### src/rtl/qcw_ramp_ctrl.sv
// Burst sequencer for the QCW bridge oscillator: ramps phase_shift once per RF cycle.
// Optional post-burst lockout (COOL state) is built in when QCW_RAMP_COOLDOWN_EN is defined.
module qcw_ramp_ctrl #(
  parameter int WIDTH = 24,
  parameter int CNT_W = 16
) (
  input  logic             clk_logic,
  input  logic             reset_n,
  input  logic             fire,
  input  logic             abort,
  input  logic [WIDTH-1:0] period_in,
  input  logic [WIDTH-1:0] ramp_start,
  input  logic [WIDTH-1:0] ramp_end,
  input  logic [WIDTH-1:0] ramp_step,
  input  logic [CNT_W-1:0] burst_cycles,
  input  logic [CNT_W-1:0] cooldown_cycles,
  input  logic             cycle_done,
  output logic [WIDTH-1:0] period,
  output logic [WIDTH-1:0] phase_shift,
  output logic             load,
  output logic             enable,
  output logic             busy,
  output logic             done,
  output logic             aborted,
  output logic [1:0]       o_dbg_state
);

  typedef enum logic [1:0] {
    ST_IDLE  = 2'd0,
    ST_RUN   = 2'd1,
    ST_DRAIN = 2'd2,
    ST_COOL  = 2'd3
  } state_t;

  state_t           r_state;
  logic [WIDTH-1:0] r_lim;
  logic [WIDTH-1:0] r_step;
  logic [CNT_W-1:0] r_cnt;

  logic [WIDTH-1:0] w_half;
  logic [WIDTH-1:0] w_lim_in;
  logic [WIDTH-1:0] w_first;
  logic [WIDTH:0]   w_sum;
  logic [WIDTH-1:0] w_next;
  logic [CNT_W-1:0] w_cnt_dec;

  // Phase limit is the lower of the requested end point and half the RF period.
  assign w_half    = period_in >> 1;
  assign w_lim_in  = (ramp_end < w_half) ? ramp_end : w_half;
  assign w_first   = (ramp_start < w_lim_in) ? ramp_start : w_lim_in;
  assign w_sum     = {1'b0, phase_shift} + {1'b0, r_step};
  assign w_next    = (w_sum < {1'b0, r_lim}) ? w_sum[WIDTH-1:0] : r_lim;
  assign w_cnt_dec = r_cnt - CNT_W'(1);

  assign o_dbg_state = r_state;

`ifdef QCW_RAMP_COOLDOWN_EN
  logic [CNT_W-1:0] r_cool;
  logic [CNT_W-1:0] r_cool_len;
`else
  logic w_unused_cool;
  assign w_unused_cool = ^cooldown_cycles;
`endif

  always_ff @(posedge clk_logic or negedge reset_n) begin
    if (!reset_n) begin
      r_state     <= ST_IDLE;
      r_lim       <= '0;
      r_step      <= '0;
      r_cnt       <= '0;
      period      <= '0;
      phase_shift <= '0;
      load        <= 1'b0;
      enable      <= 1'b0;
      busy        <= 1'b0;
      done        <= 1'b0;
      aborted     <= 1'b0;
`ifdef QCW_RAMP_COOLDOWN_EN
      r_cool      <= '0;
      r_cool_len  <= '0;
`endif
    end else begin
      load <= 1'b0;
      done <= 1'b0;
      case (r_state)
        ST_IDLE: begin
          if (fire) begin
            if (burst_cycles == '0) begin
              done <= 1'b1;
            end else begin
              r_lim       <= w_lim_in;
              r_step      <= ramp_step;
              r_cnt       <= burst_cycles;
              aborted     <= 1'b0;
              period      <= period_in;
              phase_shift <= w_first;
              load        <= 1'b1;
              enable      <= 1'b1;
              busy        <= 1'b1;
              r_state     <= ST_RUN;
`ifdef QCW_RAMP_COOLDOWN_EN
              r_cool_len  <= cooldown_cycles;
`endif
            end
          end
        end
        ST_RUN: begin
          // abort wins over a coincident cycle_done: no phase update that cycle.
          if (abort) begin
            enable  <= 1'b0;
            aborted <= 1'b1;
            r_state <= ST_DRAIN;
          end else if (cycle_done) begin
            r_cnt <= w_cnt_dec;
            if (w_cnt_dec == '0) begin
              enable  <= 1'b0;
              r_state <= ST_DRAIN;
            end else begin
              phase_shift <= w_next;
              load        <= 1'b1;
            end
          end
        end
        ST_DRAIN: begin
          // The oscillator's final wrap after enable dropped ends the burst.
          if (abort || cycle_done) begin
            done <= 1'b1;
`ifdef QCW_RAMP_COOLDOWN_EN
            r_cool  <= r_cool_len;
            r_state <= ST_COOL;
`else
            busy    <= 1'b0;
            r_state <= ST_IDLE;
`endif
          end
        end
        ST_COOL: begin
`ifdef QCW_RAMP_COOLDOWN_EN
          // A zero cooldown still spends one cycle here.
          if (r_cool <= CNT_W'(1)) begin
            busy    <= 1'b0;
            r_state <= ST_IDLE;
          end else begin
            r_cool <= r_cool - CNT_W'(1);
          end
`else
          busy    <= 1'b0;
          r_state <= ST_IDLE;
`endif
        end
      endcase
    end
  end

endmodule

### config.mk
export PLATFORM = sky130hd
export DESIGN_NAME = qcw_ramp_ctrl
export DESIGN_NICKNAME = d
export VERILOG_FILES = /design/src/rtl/qcw_ramp_ctrl.sv
export SDC_FILE = /design/constraint.sdc
export NUM_CORES = 1
export LEC_CHECK = 0
export ABC_AREA = 1
export BUFFER_PORTS_ARGS = -buffer_cell sky130_fd_sc_hd__buf_2
export CORE_ASPECT_RATIO = 1.2
export CORE_MARGIN = 4
export CORE_UTILIZATION = 41
export CTS_CLUSTER_DIAMETER = 120
export CTS_CLUSTER_SIZE = 10
export DETAILED_ROUTE_END_ITERATION = 7
export GPL_TIMING_DRIVEN = 0
export PLACE_DENSITY = 0.77
export SKIP_CTS_REPAIR_TIMING = 1
export SLEW_MARGIN = 20
export SYNTH_ARGS = -nofsm -noshare
export SYNTH_HDL_FRONTEND = slang
export SYNTH_SLANG_ARGS = --single-unit
### constraint.sdc
create_clock -name clk_logic -period 4 [get_ports clk_logic]
set_input_delay 0.8 -clock clk_logic [delete_from_list [all_inputs] [get_ports clk_logic]]
set_output_delay 0.8 -clock clk_logic [all_outputs]
set_load 0.005 [all_outputs]
# Word-level counts from Yosys, hierarchy flattened
# Cells that the tools add are included.
classes:
  addsub: 2
  n_mux: 43
  eq_ne: 12
  n_reduce_logical: 13
  order_cmp: 3
  bitwise: 1
ops:
  columns: ["op", "n"]
  rows:
  - ["two-way mux 24 bit", 8]
  - ["two-way mux 16 bit", 4]
  - ["case mux 24 bit (2 select lines)", 1]
  - ["zero test 16 bit", 2]
  - ["case mux 16 bit (2 select lines)", 1]
  - ["adder 24 x 24 -> 25 bit", 1]
  - ["< comparator 25 x 24 -> 1 bit", 1]
  - ["< comparator 24 x 23 -> 1 bit", 1]
  - ["< comparator 24 bit", 1]
  - ["two-way mux 1 bit", 17]
  - ["subtractor 16 x 1 -> 16 bit, second input constant", 1]
  - ["AND reduction 5 bit", 3]
  - ["inequality test 2 bit, second input constant", 7]
  - ["two-way mux 2 bit", 6]
  - ["case mux 1 bit (2 select lines)", 4]
  - ["case mux 2 bit (4 select lines)", 1]
  - ["AND reduction 4 bit", 2]
  - ["inequality test 3 bit, second input constant", 2]
  - ["AND reduction 6 bit", 1]
  - ["equality test 2 bit, second input constant", 2]
  - ["case mux 1 bit (3 select lines)", 1]
  - ["AND reduction 3 bit", 1]
  - ["nonzero test 3 bit", 1]
  - ["equality test 2 x 1 -> 1 bit, second input constant", 1]
  - ["4 further kinds", 4]
totals:
  output_inout_bits: 55
  regBits: 119
  elab_cells: 85
  in_bits: 133

# Depth between registers and ports, before layout
logic_depth:
  word_depth: 7
  mapped_depth: 28
  ltp_nobuf: 26

# Worst setup path before layout
# No wires, ideal clock.
synth_path:
  path_kind: "input-to-reg"
  start: "input port period_in[20]"
  end: "register phase_shift[16]"
  setup_time_ps: 116
  t_arrival_ps: 3881
  n_path_buf: 2
  t_required_ps: 3884
  setup_slack_ps: 3
  stages: 25
  path_cell_list: "inv_1 ha_1 nand2_1 inv_2 nand2_1 nor2_1 nand2_1 nor2_1 nand2_1 nand2_2 clkbuf_1 nand2_1 o21ai_0 ha_1 a21oi_1 nor2_1 a211oi_1 o221ai_1 a21oi_1 clkbuf_1 nand3_1 nand3_1 nand2_1 nand2_1 nand2_1"
synth_between:
  elab_chain_cells: 7
synth_lines:
  columns: ["item", "line_no", "source"]
  rows:
  - ["start, declared", "11", "input logic [WIDTH-1:0] period_in,"]
  - ["< comparator 24 x 23 -> 1 bit", "49", "assign w_lim_in = (ramp_end < w_half) ? ramp_end : w_half;"]
  - ["two-way mux 24 bit (*)", "49", null]
  - ["< comparator 24 bit", "50", "assign w_first = (ramp_start < w_lim_in) ? ramp_start : w_lim_in;"]
  - ["two-way mux 24 bit (*)", "50", null]
  - ["two-way mux 24 bit (*)", "88", "if (burst_cycles == '0) begin"]
  - ["two-way mux 24 bit (*)", "87", "if (fire) begin"]
  - ["case mux 24 bit (2 select lines) (*)", "85", "case (r_state)"]
  - ["end signal, assigned", "96", "phase_shift <= w_first;"]
  - ["end signal, assigned", "119", "phase_shift <= w_next;"]
  - ["end, declared", "19", "output logic [WIDTH-1:0] phase_shift,"]
# Every way passes the cells marked *; elsewhere a longest branch is shown, timed or not. The select of a mux whose other input is x is not followed.
# A chain may end at the register's enable or synchronous reset.

# Final worst setup path
layout_path:
  start: "input port period_in[21]"
  end: "register phase_shift[14]"
# The elaborated chain is that of the path after synthesis.

==> impl_metrics.py <==
metrics = {
    "sta": {
        "slew_viol_final": 0,
        "setup_tns_ns": 0,
        "finClkSkew_ns": 0.0142,
        "hold_viol_final": 0,
        "whs_ns": 0.334,
        "timing.final.crit_period_ns": 3.99,
        "relSlewSlack": 0.381,
        "fin_ws_ns": 0.00689,
        "fmax_mhz": 250,
        "worst_slew_pin_slew_ns": 0.925,
        "rsz0062_at_grt": "true",
        "setup_viol": 0,
        "finalCritPeriodShare": 0.998,
    },
    "detailed_routing": {
        "antenna_left": 0,
        "wl_per_cell_um": 16.8,
        "num_vias": 9625,
        "remaining_drc_errors": 0,
        "drt_iter0_markers": 733,
        "via_per_inst": 5.42,
        "dr.pass1.iters": 6,
        "drt_wl_total_um": 29900,
    },
    "logic_synthesis": {
        "syn_nets": 1491,
        "synthCells": 1263,
        "yosysUniqueCellTypes": 47,
        "synth_edf_count": 0,
        "ys_seq_elements": 119,
        "yosysWarnings": 0,
        "syn_area_per_cell_sq_um": 7.10,
        "syn_area_sq_um": 8970,
        "ys_async_sr_fraction": 1.00,
        "synthFlopType": "dfrtp_1",
        "ys_seq_area_frac": 0.332,
    },
    "floorplanning": {
        "die_h_um": 170,
        "die_width_um": 143,
        "rows": 59,
        "dieArea_sq_um": 24300,
        "start_util": 0.415,
        "core_sq_um": 21600,
        "ioPinCount": 188,
    },
    "worst_setup_path": {
        "path_class": "input port to flip-flop",
        "cpMostUsedCell": "nand2_1",
        "slowest_delay_ns": 0.34,
        "crit_fanout": 7,
        "cp.required_ns": 4.31,
        "cp-end-kind": "flip-flop",
        "cp_slowest_cell": "nor4_4",
        "cp_top_family": "simple AND/OR/NAND/NOR gates",
        "path_buf_inv": 5,
        "cp.arrival_ns": 4.31,
        "worstPathCellList": "buf_2 -> inv_2 -> ha_1 -> nand4_1 -> nor2_4 -> nand2_1 -> nor2_2 -> nand2_2 -> nand2_4 -> buf_8 -> o21ai_2 -> ha_1 -> nand4_1 -> nor4_4 -> inv_1 -> nor4_2 -> nand2_2 -> nand2_4 -> buf_6 -> nand2_1 -> nand3_2 -> nand2_1 -> nand2_1 -> nand2_1",
        "cp-start-kind": "input port",
    },
    "clock_network": {
        "cts_tree": "yes",
        "h-tree-depth": 4,
        "clock-sinks": 119,
        "cts_root_buf": "clkbuf_16",
        "path_clk_slew_ns": 0.06,
        "insertion_delay_ns": 0.43,
        "cts_buffers": 17,
        "cts_buffer_depth": 2,
    },
    "global_route": {
        "grt_antenna_before_repair": 5,
        "grt_use_total": 0.226,
        "grt_remaining_overflow": 0,
        "grt_max_degree": 67,
        "grt_pass1_vias": 9193,
        "grt_pass1_wl_um": 43700,
    },
    "pwr": {
        "leakage_nw": 6.22,
        "vdd_drop_max_uv": 660,
        "p_total_mw": 12.4,
        "power_density_nw_per_um2": 1050,
    },
    "placement": {
        "hpwl_um": 21600,
        "numPortBuffers": 171,
        "place.gp.congestion": 0.903,
        "pre_cts_ws_ns": -0.903,
    },
    "final_layout": {
        "fin_nets": 1714,
        "post-route-util": 0.545,
        "drive_gt1_frac": 0.248,
        "area_growth_pct": 31.4,
    },
    "flow_run": {
        "maxCapViolations": 0,
    },
    "hold_path": {
        "hp-class": "input port to asynchronous set/reset pin",
    },
    "status": {
        "status": "complete, no violations",
    },
}
-- cell families (layout without fill, tap and decap cells) --
| logic type | after synthesis | after routing | share of synthesized area |
|---|---|---|---|
| fa+ha+maj | 95 | 95 | 0.133 |
| xor+xnor | 32 | 32 | 0.0321 |
| simple gates | 630 | 631 | 0.301 |
| flops | 119 | 119 | 0.332 |
| compound gates | 199 | 199 | 0.120 |
| buf+inv | 187 | 422 | 0.0820 |
| other cells | 1 | 5 | 0.000418 |
-- layer usage --
metal,routed length (um),vias to the layer above,track usage
li1,-,4595,-
met5,7,-,0
met3,1620,124,0.0410
met4,1660,2,0.111
met1,11300,4556,0.249
met2,15300,348,0.412
-- path summary, 6_finish.rpt --
kind	start	endpoint	slack, ns	cells past startpoint
max in group asynchronous	reset_n	period[13]	2.94	2
setup / recovery	period_in[21]	phase_shift[14]	0.007	24
hold reg to reg	period[0]	period[0]	0.46	2
hold / removal	reset_n	r_step[6]	0.33	1
min in group clk_logic	period[0]	period[0]	0.46	2
setup reg to reg	r_step[0]	phase_shift[5]	0.09	24
-- layout make-up --
type	instances	area, sq um
fillers	1984	9850
multi-input cells	958	5820
well taps	274	343
flip-flops and latches	119	2980
clock buffers	17	425
repair buffers	203	1160
plain buffers	45	297
inverters	142	538
diodes	4	10.0
clock inverters	15	213
-- synth_stat cells, drive strengths merged, types with 2 or more instances --
cell type  number  area, sq um
nand2         431         1630
inv           142          536
dfrtp         119         2980
o21ai         109          546
nand3         101          510
ha             94         1180
a21oi          62          310
nor2           51          206
clkbuf         35          131
xor2           27          244
nand3b         15          113
nand4          13         96.3
buf            10         68.8
nor3            9         71.3
nor4            9         56.3
o211ai          6         45.0
xnor2           5         43.8
a22oi           3         22.5
o21a            3         22.5
a211oi          2         15.0
a21boi          2         15.0
o21bai          2         15.0
o221ai          2         17.5
o22ai           2         12.5
-- cells in the final DEF, fill, tap and decap left out, drive strengths merged, types with 5 or more instances in the layout --
master  count
dfrtp     119
clkbuf     45
nor2       51
nand2     432
nor4        9
a21oi      62
nand4      13
nand3     101
nor3        9
o211ai      6
inv       148
nand3b     15
ha         94
buf       220
xnor2       5
o21ai     109
xor2       27
-- power breakdown --
group          switching [mW]  internal (mW)
clock                   0.635           1.06
combinational            5.08           3.30
sequential              0.475           1.82
-- flip-flops by register name, summed over array words and instances, names as in the netlist, 2 cells and up --
signal       cells
period          24
phase_shift     24
r_lim           24
r_step          24
r_cnt           16
o_dbg_state      2
-- through the flow --
step           instance area (sq um)  instances
2_1_floorplan                   8970       1263
3_3_place_gp                   10200       1708
3_5_place_dp                   10200       1709
4_1_cts                        10800       1741
5_1_grt                        11800       1777
6_report                       11800       1777
(Power assumes the default switching activity.)
